`src/rtl/rgmii_rx_framer.sv`:
```
// rtl/rgmii_rx_framer.sv - GMII receive framer: preamble strip, CRC/length check, FCS strip, frame counters
module rgmii_rx_framer #(
    parameter int MIN_FRAME_LEN = 64,
    parameter int MAX_FRAME_LEN = 1518,
    parameter int STRIP_FCS     = 1,
    parameter int CNT_WIDTH     = 32
) (
    input  logic                 gmii_rx_clk,
    input  logic                 rst,
    input  logic                 speed_1g,
    input  logic                 gmii_rx_dv,
    input  logic                 gmii_rx_er,
    input  logic [7:0]           gmii_rxd,
    output logic [7:0]           m_data,
    output logic                 m_valid,
    output logic                 m_last,
    output logic                 m_err,
    output logic [CNT_WIDTH-1:0] frame_ok_cnt,
    output logic [CNT_WIDTH-1:0] frame_err_cnt
);
    localparam int          D       = (STRIP_FCS != 0) ? 5 : 1;
    localparam logic [2:0]  D_L     = 3'(D);
    localparam logic [15:0] MIN_L   = 16'(MIN_FRAME_LEN);
    localparam logic [15:0] MAX_L   = 16'(MAX_FRAME_LEN);
    localparam logic [31:0] RESIDUE = 32'hDEBB20E3;

    typedef enum logic [2:0] {ST_IDLE, ST_PREAMBLE, ST_DATA, ST_DROP, ST_END} state_t;

    state_t                r_state, w_next;
    logic                  r_speed;
    logic                  r_nib_hi;
    logic [3:0]            r_nib_lo;
    logic [15:0]           r_len;
    logic [31:0]           r_crc;
    logic [2:0]            r_cnt;
    logic [7:0]            r_line [0:4];
    logic                  r_er;
    logic [7:0]            r_m_data;
    logic                  r_m_valid, r_m_last, r_m_err;
    logic [CNT_WIDTH-1:0]  r_ok_cnt, r_err_cnt;

    logic                  w_idle_like, w_spd, w_sym_pre, w_sym_sfd;
    logic                  w_byte_vld, w_over, w_bad;
    logic [7:0]            w_byte;

    function automatic logic [31:0] crc32_byte(input logic [31:0] c, input logic [7:0] d);
        logic [31:0] r;
        r = c;
        for (int i = 0; i < 8; i++)
            r = (r[0] ^ d[i]) ? ((r >> 1) ^ 32'hEDB88320) : (r >> 1);
        return r;
    endfunction

    // END behaves like IDLE for input decode so a preamble arriving at E+1 is accepted
    assign w_idle_like = (r_state == ST_IDLE) || (r_state == ST_END);
    assign w_spd       = w_idle_like ? speed_1g : r_speed;
    assign w_sym_pre   = w_spd ? (gmii_rxd == 8'h55) : (gmii_rxd[3:0] == 4'h5);
    assign w_sym_sfd   = w_spd ? (gmii_rxd == 8'hD5) : (gmii_rxd[3:0] == 4'hD);
    assign w_byte_vld  = (r_state == ST_DATA) && gmii_rx_dv && (r_speed || r_nib_hi);
    assign w_byte      = r_speed ? gmii_rxd : {gmii_rxd[3:0], r_nib_lo};
    assign w_over      = w_byte_vld && (r_len == MAX_L);
    assign w_bad       = r_er || (r_len < MIN_L) || (r_len > MAX_L) ||
                         (r_crc != RESIDUE) || r_nib_hi;

    always_ff @(posedge gmii_rx_clk) begin
        if (rst) r_state <= ST_IDLE;
        else     r_state <= w_next;
    end

    always_comb begin
        w_next = r_state;
        case (r_state)
            ST_IDLE, ST_END: w_next = (gmii_rx_dv && w_sym_pre) ? ST_PREAMBLE : ST_IDLE;
            ST_PREAMBLE: begin
                if (!gmii_rx_dv)    w_next = ST_IDLE;
                else if (w_sym_sfd) w_next = ST_DATA;
                else if (w_sym_pre) w_next = ST_PREAMBLE;
                else                w_next = ST_IDLE;
            end
            ST_DATA: begin
                if (!gmii_rx_dv) w_next = ST_END;
                else if (w_over) w_next = ST_DROP;
            end
            ST_DROP: if (!gmii_rx_dv) w_next = ST_IDLE;
            default: w_next = ST_IDLE;
        endcase
    end

    always_ff @(posedge gmii_rx_clk) begin
        if (rst) begin
            r_speed   <= 1'b0;
            r_nib_hi  <= 1'b0;
            r_nib_lo  <= 4'h0;
            r_len     <= 16'd0;
            r_crc     <= 32'hFFFFFFFF;
            r_cnt     <= 3'd0;
            r_er      <= 1'b0;
            r_m_data  <= 8'h00;
            r_m_valid <= 1'b0;
            r_m_last  <= 1'b0;
            r_m_err   <= 1'b0;
            r_ok_cnt  <= '0;
            r_err_cnt <= '0;
            for (int i = 0; i < 5; i++) r_line[i] <= 8'h00;
        end else begin
            r_m_valid <= 1'b0;
            r_m_last  <= 1'b0;
            r_m_err   <= 1'b0;
            if (w_idle_like) r_speed <= speed_1g;
            if (r_state == ST_PREAMBLE && w_next == ST_DATA) begin
                r_nib_hi <= 1'b0;
                r_len    <= 16'd0;
                r_crc    <= 32'hFFFFFFFF;
                r_cnt    <= 3'd0;
                r_er     <= 1'b0;
            end
            if (r_state == ST_DATA) begin
                if (gmii_rx_er) r_er <= 1'b1;
                if (gmii_rx_dv && !r_speed) begin
                    r_nib_hi <= ~r_nib_hi;
                    if (!r_nib_hi) r_nib_lo <= gmii_rxd[3:0];
                end
                if (w_over) begin
                    r_m_data  <= r_line[D-1];
                    r_m_valid <= 1'b1;
                    r_m_last  <= 1'b1;
                    r_m_err   <= 1'b1;
                    r_err_cnt <= r_err_cnt + CNT_WIDTH'(1);
                end else if (w_byte_vld) begin
                    r_line[0] <= w_byte;
                    for (int i = 1; i < 5; i++) r_line[i] <= r_line[i-1];
                    r_len <= r_len + 16'd1;
                    r_crc <= crc32_byte(r_crc, w_byte);
                    if (r_cnt == D_L) begin
                        r_m_data  <= r_line[D-1];
                        r_m_valid <= 1'b1;
                    end else begin
                        r_cnt <= r_cnt + 3'd1;
                    end
                end
            end
            // Frame close one clock after dv drops; the held FCS bytes are simply abandoned
            if (r_state == ST_END) begin
                if (r_cnt == D_L) begin
                    r_m_data  <= r_line[D-1];
                    r_m_valid <= 1'b1;
                    r_m_last  <= 1'b1;
                    r_m_err   <= w_bad;
                end
                if (r_cnt == D_L && !w_bad) r_ok_cnt  <= r_ok_cnt + CNT_WIDTH'(1);
                else                        r_err_cnt <= r_err_cnt + CNT_WIDTH'(1);
            end
        end
    end

    assign m_data        = r_m_data;
    assign m_valid       = r_m_valid;
    assign m_last        = r_m_last;
    assign m_err         = r_m_err;
    assign frame_ok_cnt  = r_ok_cnt;
    assign frame_err_cnt = r_err_cnt;
endmodule

```
`config.mk`:
```
export PLATFORM = sky130hd
export DESIGN_NAME = rgmii_rx_framer
export DESIGN_NICKNAME = d
export VERILOG_FILES = /design/src/rtl/rgmii_rx_framer.sv
export SDC_FILE = /design/constraint.sdc
export NUM_CORES = 1
export LEC_CHECK = 0
export BUFFER_PORTS_ARGS = -buffer_cell sky130_fd_sc_hd__buf_2
export CAP_MARGIN = 20
export CORE_UTILIZATION = 40
export CTS_CLUSTER_DIAMETER = 80
export DETAILED_ROUTE_END_ITERATION = 7
export GPL_ROUTABILITY_DRIVEN = 0
export PLACE_DENSITY = 0.6
export SKIP_LAST_GASP = 1
export SLEW_MARGIN = 25
export SYNTH_ARGS = -nofsm -noshare
export SYNTH_HDL_FRONTEND = slang
export SYNTH_SLANG_ARGS = --single-unit
```
`constraint.sdc`:
```
create_clock -name gmii_rx_clk -period 3.3 [get_ports gmii_rx_clk]
set_clock_uncertainty 0.05 [all_clocks]
set_input_delay 0.165 -clock gmii_rx_clk [delete_from_list [all_inputs] [get_ports gmii_rx_clk]]
set_output_delay 0.165 -clock gmii_rx_clk [all_outputs]
set_load 0.02 [all_outputs]
```
==> metrics.md <==
| Metric | Value |
|---|---|
| # rows | `52` |
| Register area | `3920 um2` |
| Clk_lat worst skew | `430 ps` |
| Power Density | `474 nW/um2` |
| Hold Path Class | `input port to flop` |
| Sequential area share after synthesis | `47.7%` |
| Pins over their slew limit | `0` |
| N_diodes | `0` |
| Vias/cell | `5.12` |
| Syn-to-layout area delta | `17.9%` |
| FFs w/ async S/R, synth | `0%` |
| Top area cells in the synthesized netlist | `dfxtp_1, edfxtp_1, xnor2_1, nor2_1, xor2_1` |
| Crit-path max FO | `4` |
| Total CTS buffers | `17` |
| H-Tree Depth | `4` |
| Core area | `20200 um2` |
| Worst Max-Slew Pin Slew | `857 ps` |
| Tcrit/Tclk final | `92.9%` |
| RSZ-0062 raised after global routing | `no` |
| Final Critical Period | `3070 ps` |
| Synth Register Bits | `176` |
| Worst VDD drop | `0.000370 V` |
| Syn Nets | `896` |
| First-pass detailed-route iteration total | `5` |
| Synth Cell Area | `8220 um2` |
| CTS tree | `yes` |
| Hold_buf cts | `3` |
| Multi-input logic area | `4030 um2` |
| Fin nets | `987` |
| Fin. Hold Viols | `0` |
| Max Clock Freq | `326 MHz` |
| Max Cap Viol | `0` |
| Final Cell Area | `9690 um2` |
| DP HPWL | `12.3 mm` |
| Critical path required time | `3560 ps` |
| Leakage Power | `3.67 nW` |
| Number of synthesis warnings | `0` |
| CP arrival | `3320 ps` |
| Number of library cell types mapped by synthesis | `61` |
| DRC viols | `0` |
| Wire per inst | `14.4 um` |
| Synth Instances | `878` |
| Share of the synthesized area in the top cell type | `33.1%` |
| # IOs | `88` |
| Status | `completed` |
| Vias in the first global route | `6141` |
| Clock Path Buffers | `2` |
| Post-CTS sizing | `0` |
| Largest net degree at the start of global routing | `80` |
| Filler Cell Count | `1955` |
| Share of cells above drive strength 1 | `16.1%` |
| DR vias | `6414` |
| Critical path's largest stage delay | `580 ps` |
| Post-CTS Setup Bufs | `0` |
| First-pass GRT wire length | `30.9 mm` |
| Root Driver | `clkbuf_16` |
| CP bufs+invs | `0` |
| Worst slew margin | `42.9%` |
| Cell family with most CP delay | `simple AND/OR/NAND/NOR gates` |
| Antenna viol nets, final | `0` |
| Setup TNS | `0 ps` |
| Top cell type by total area after synthesis | `dfxtp_1` |
| Final setup violation count | `0` |
| Die W | `145 um` |
| I/O Buffers | `87` |
| Die Ht | `145 um` |
| 1st-iter DRT viols | `473` |
| GRT Total Usage | `17.8%` |
| GRT overflow | `0` |
| Element type at the critical path end | `flop` |
| Worst-path clk slew | `70 ps` |
| CP Cell Sequence | `or4bb_1 -> nor4_1 -> o211ai_1 -> or4_4 -> nor4_2 -> nand3_1 -> mux2_1` |
| Post-synth EDFFs | `40` |
| Initial core utilization | `40.8%` |
| Clock sinks | `176` |
| CP max-delay cell | `or4_4` |
| Kind of start point of the critical path | `flop` |
| Initial antenna violation count | `0` |
| Die ar. | `21100 um2` |
| Setup CP Type | `flop to flop` |
| Syn avg cell area | `9.36 um2` |
| Top_reg_cell synth | `dfxtp_1` |
| Post-Place Cell Area | `9050 um2` |
| Routed WL | `18.0 mm` |
==> worst paths after layout <==
check	slack, ps	from	to	cells after the start
worst max-delay path	230	r_crc[1]	frame_ok_cnt[31]	7
worst min-delay path	5	gmii_rxd[0]	r_nib_lo[0]	3
worst max register to register	230	r_crc[1]	frame_ok_cnt[31]	7
worst min register to register	430	r_line[0][38]	m_data[6]	2
==> kinds of logic after synthesis <==
| logic type | count (synthesis) | synth area share (%) |
|---|---|---|
| simple gates | 345 | 21.2 |
| flops | 176 | 47.7 |
| compound gates | 133 | 10.5 |
| xor+xnor | 125 | 13.6 |
| buf+inv | 71 | 3.45 |
| mux | 23 | 2.82 |
| fa+ha+maj | 5 | 0.761 |
==> worst register-to-register path, delay by kind of cell (launching register included) <==
family | cells | cell delay [ps]
AO/OA/AOI/OAI | 1 | 280
multiplexers | 1 | 320
flip-flops | 1 | 360
AND/OR/NAND/NOR | 5 | 1930
==> stage by stage <==
step	utilization, %	std cells	power (mW)	worst slack (ps)	hold WS (ps)
floorplan	-	878	2.46	628	194
global placement	44.9	1217	2.55	384	354
detailed placement	44.9	1217	2.54	237	359
CTS	48.0	1252	4.64	211	12.8
global route	48.0	1252	4.75	22.9	50.4
finish	48.0	1252	4.59	233	4.93
==> synthesized netlist by cell type, types with 12 or more instances <==
cell,number
clkbuf_1,40
and2_1,37
mux2i_1,22
and3_1,17
a2111oi_0,16
a21oi_1,52
o21ai_0,12
nor2_1,130
xnor2_1,82
edfxtp_1,40
xor2_1,41
nand2b_1,13
nand3_1,42
nand2_1,40
nand4_1,12
inv_1,25
dfxtp_1,136
==> area by class of cell <==
| type | count | share of cell area (%) |
|---|---|---|
| clock inverters | 15 | 1.92 |
| repair buffers | 118 | 7.13 |
| inverters | 25 | 0.968 |
| well taps | 270 | 3.49 |
| clock buffers | 17 | 4.39 |
| multi-input cells | 631 | 41.6 |
| flip-flops and latches | 176 | 40.5 |
==> cell usage in the layout, fill, tap and decap left out, types with 5 or more instances in the layout <==
master     netlist  routed
nand3b_1         5       5
inv_1           25      25
mux2i_1         22      22
a21o_1           9       9
nand4b_1         7       7
inv_6            0       7
nand3_1         42      42
clkbuf_16        0      17
a2111oi_0       16      16
xor2_1          41      41
nand2_1         40      40
o21ai_0         12      12
a21oi_1         52      52
edfxtp_1        40      40
a211oi_1        10      10
dfxtp_1        136     136
o22ai_1          9       9
buf_4            2      28
buf_2            1      86
nor3_1          11      11
and3_1          17      17
ha_1             5       5
nor2_1         130     129
xnor2_1         82      82
nand4_1         12      12
and2_1          37      37
nor4_1          10       9
nand2b_1        13      13
==> registers in the layout (all words and copies together), names as in the netlist, 3 cells and up <==
signal,count
r_cnt,3
frame_ok_cnt,32
frame_err_cnt,32
r_line,40
r_len,16
r_state,3
m_data,8
r_crc,32
r_nib_lo,4
==> power breakdown <==
group          total [mW]  internal, mW  switching, mW
logic               0.279         0.116          0.162
clock network        2.09          1.16          0.935
registers            2.22          2.21        0.00477
==> metal layers <==
metal / GRT usage [%] / vias up / share of wire, %
met2: 30.1 / 112 / 48
met1: 22.6 / 3037 / 46
met3: 3.54 / 28 / 3.5
li1: - / 3237 / -
met5: 0 / - / 0
met4: 6.16 / 0 / 1.7
Note: power is estimated with default switching activity, not from simulation.
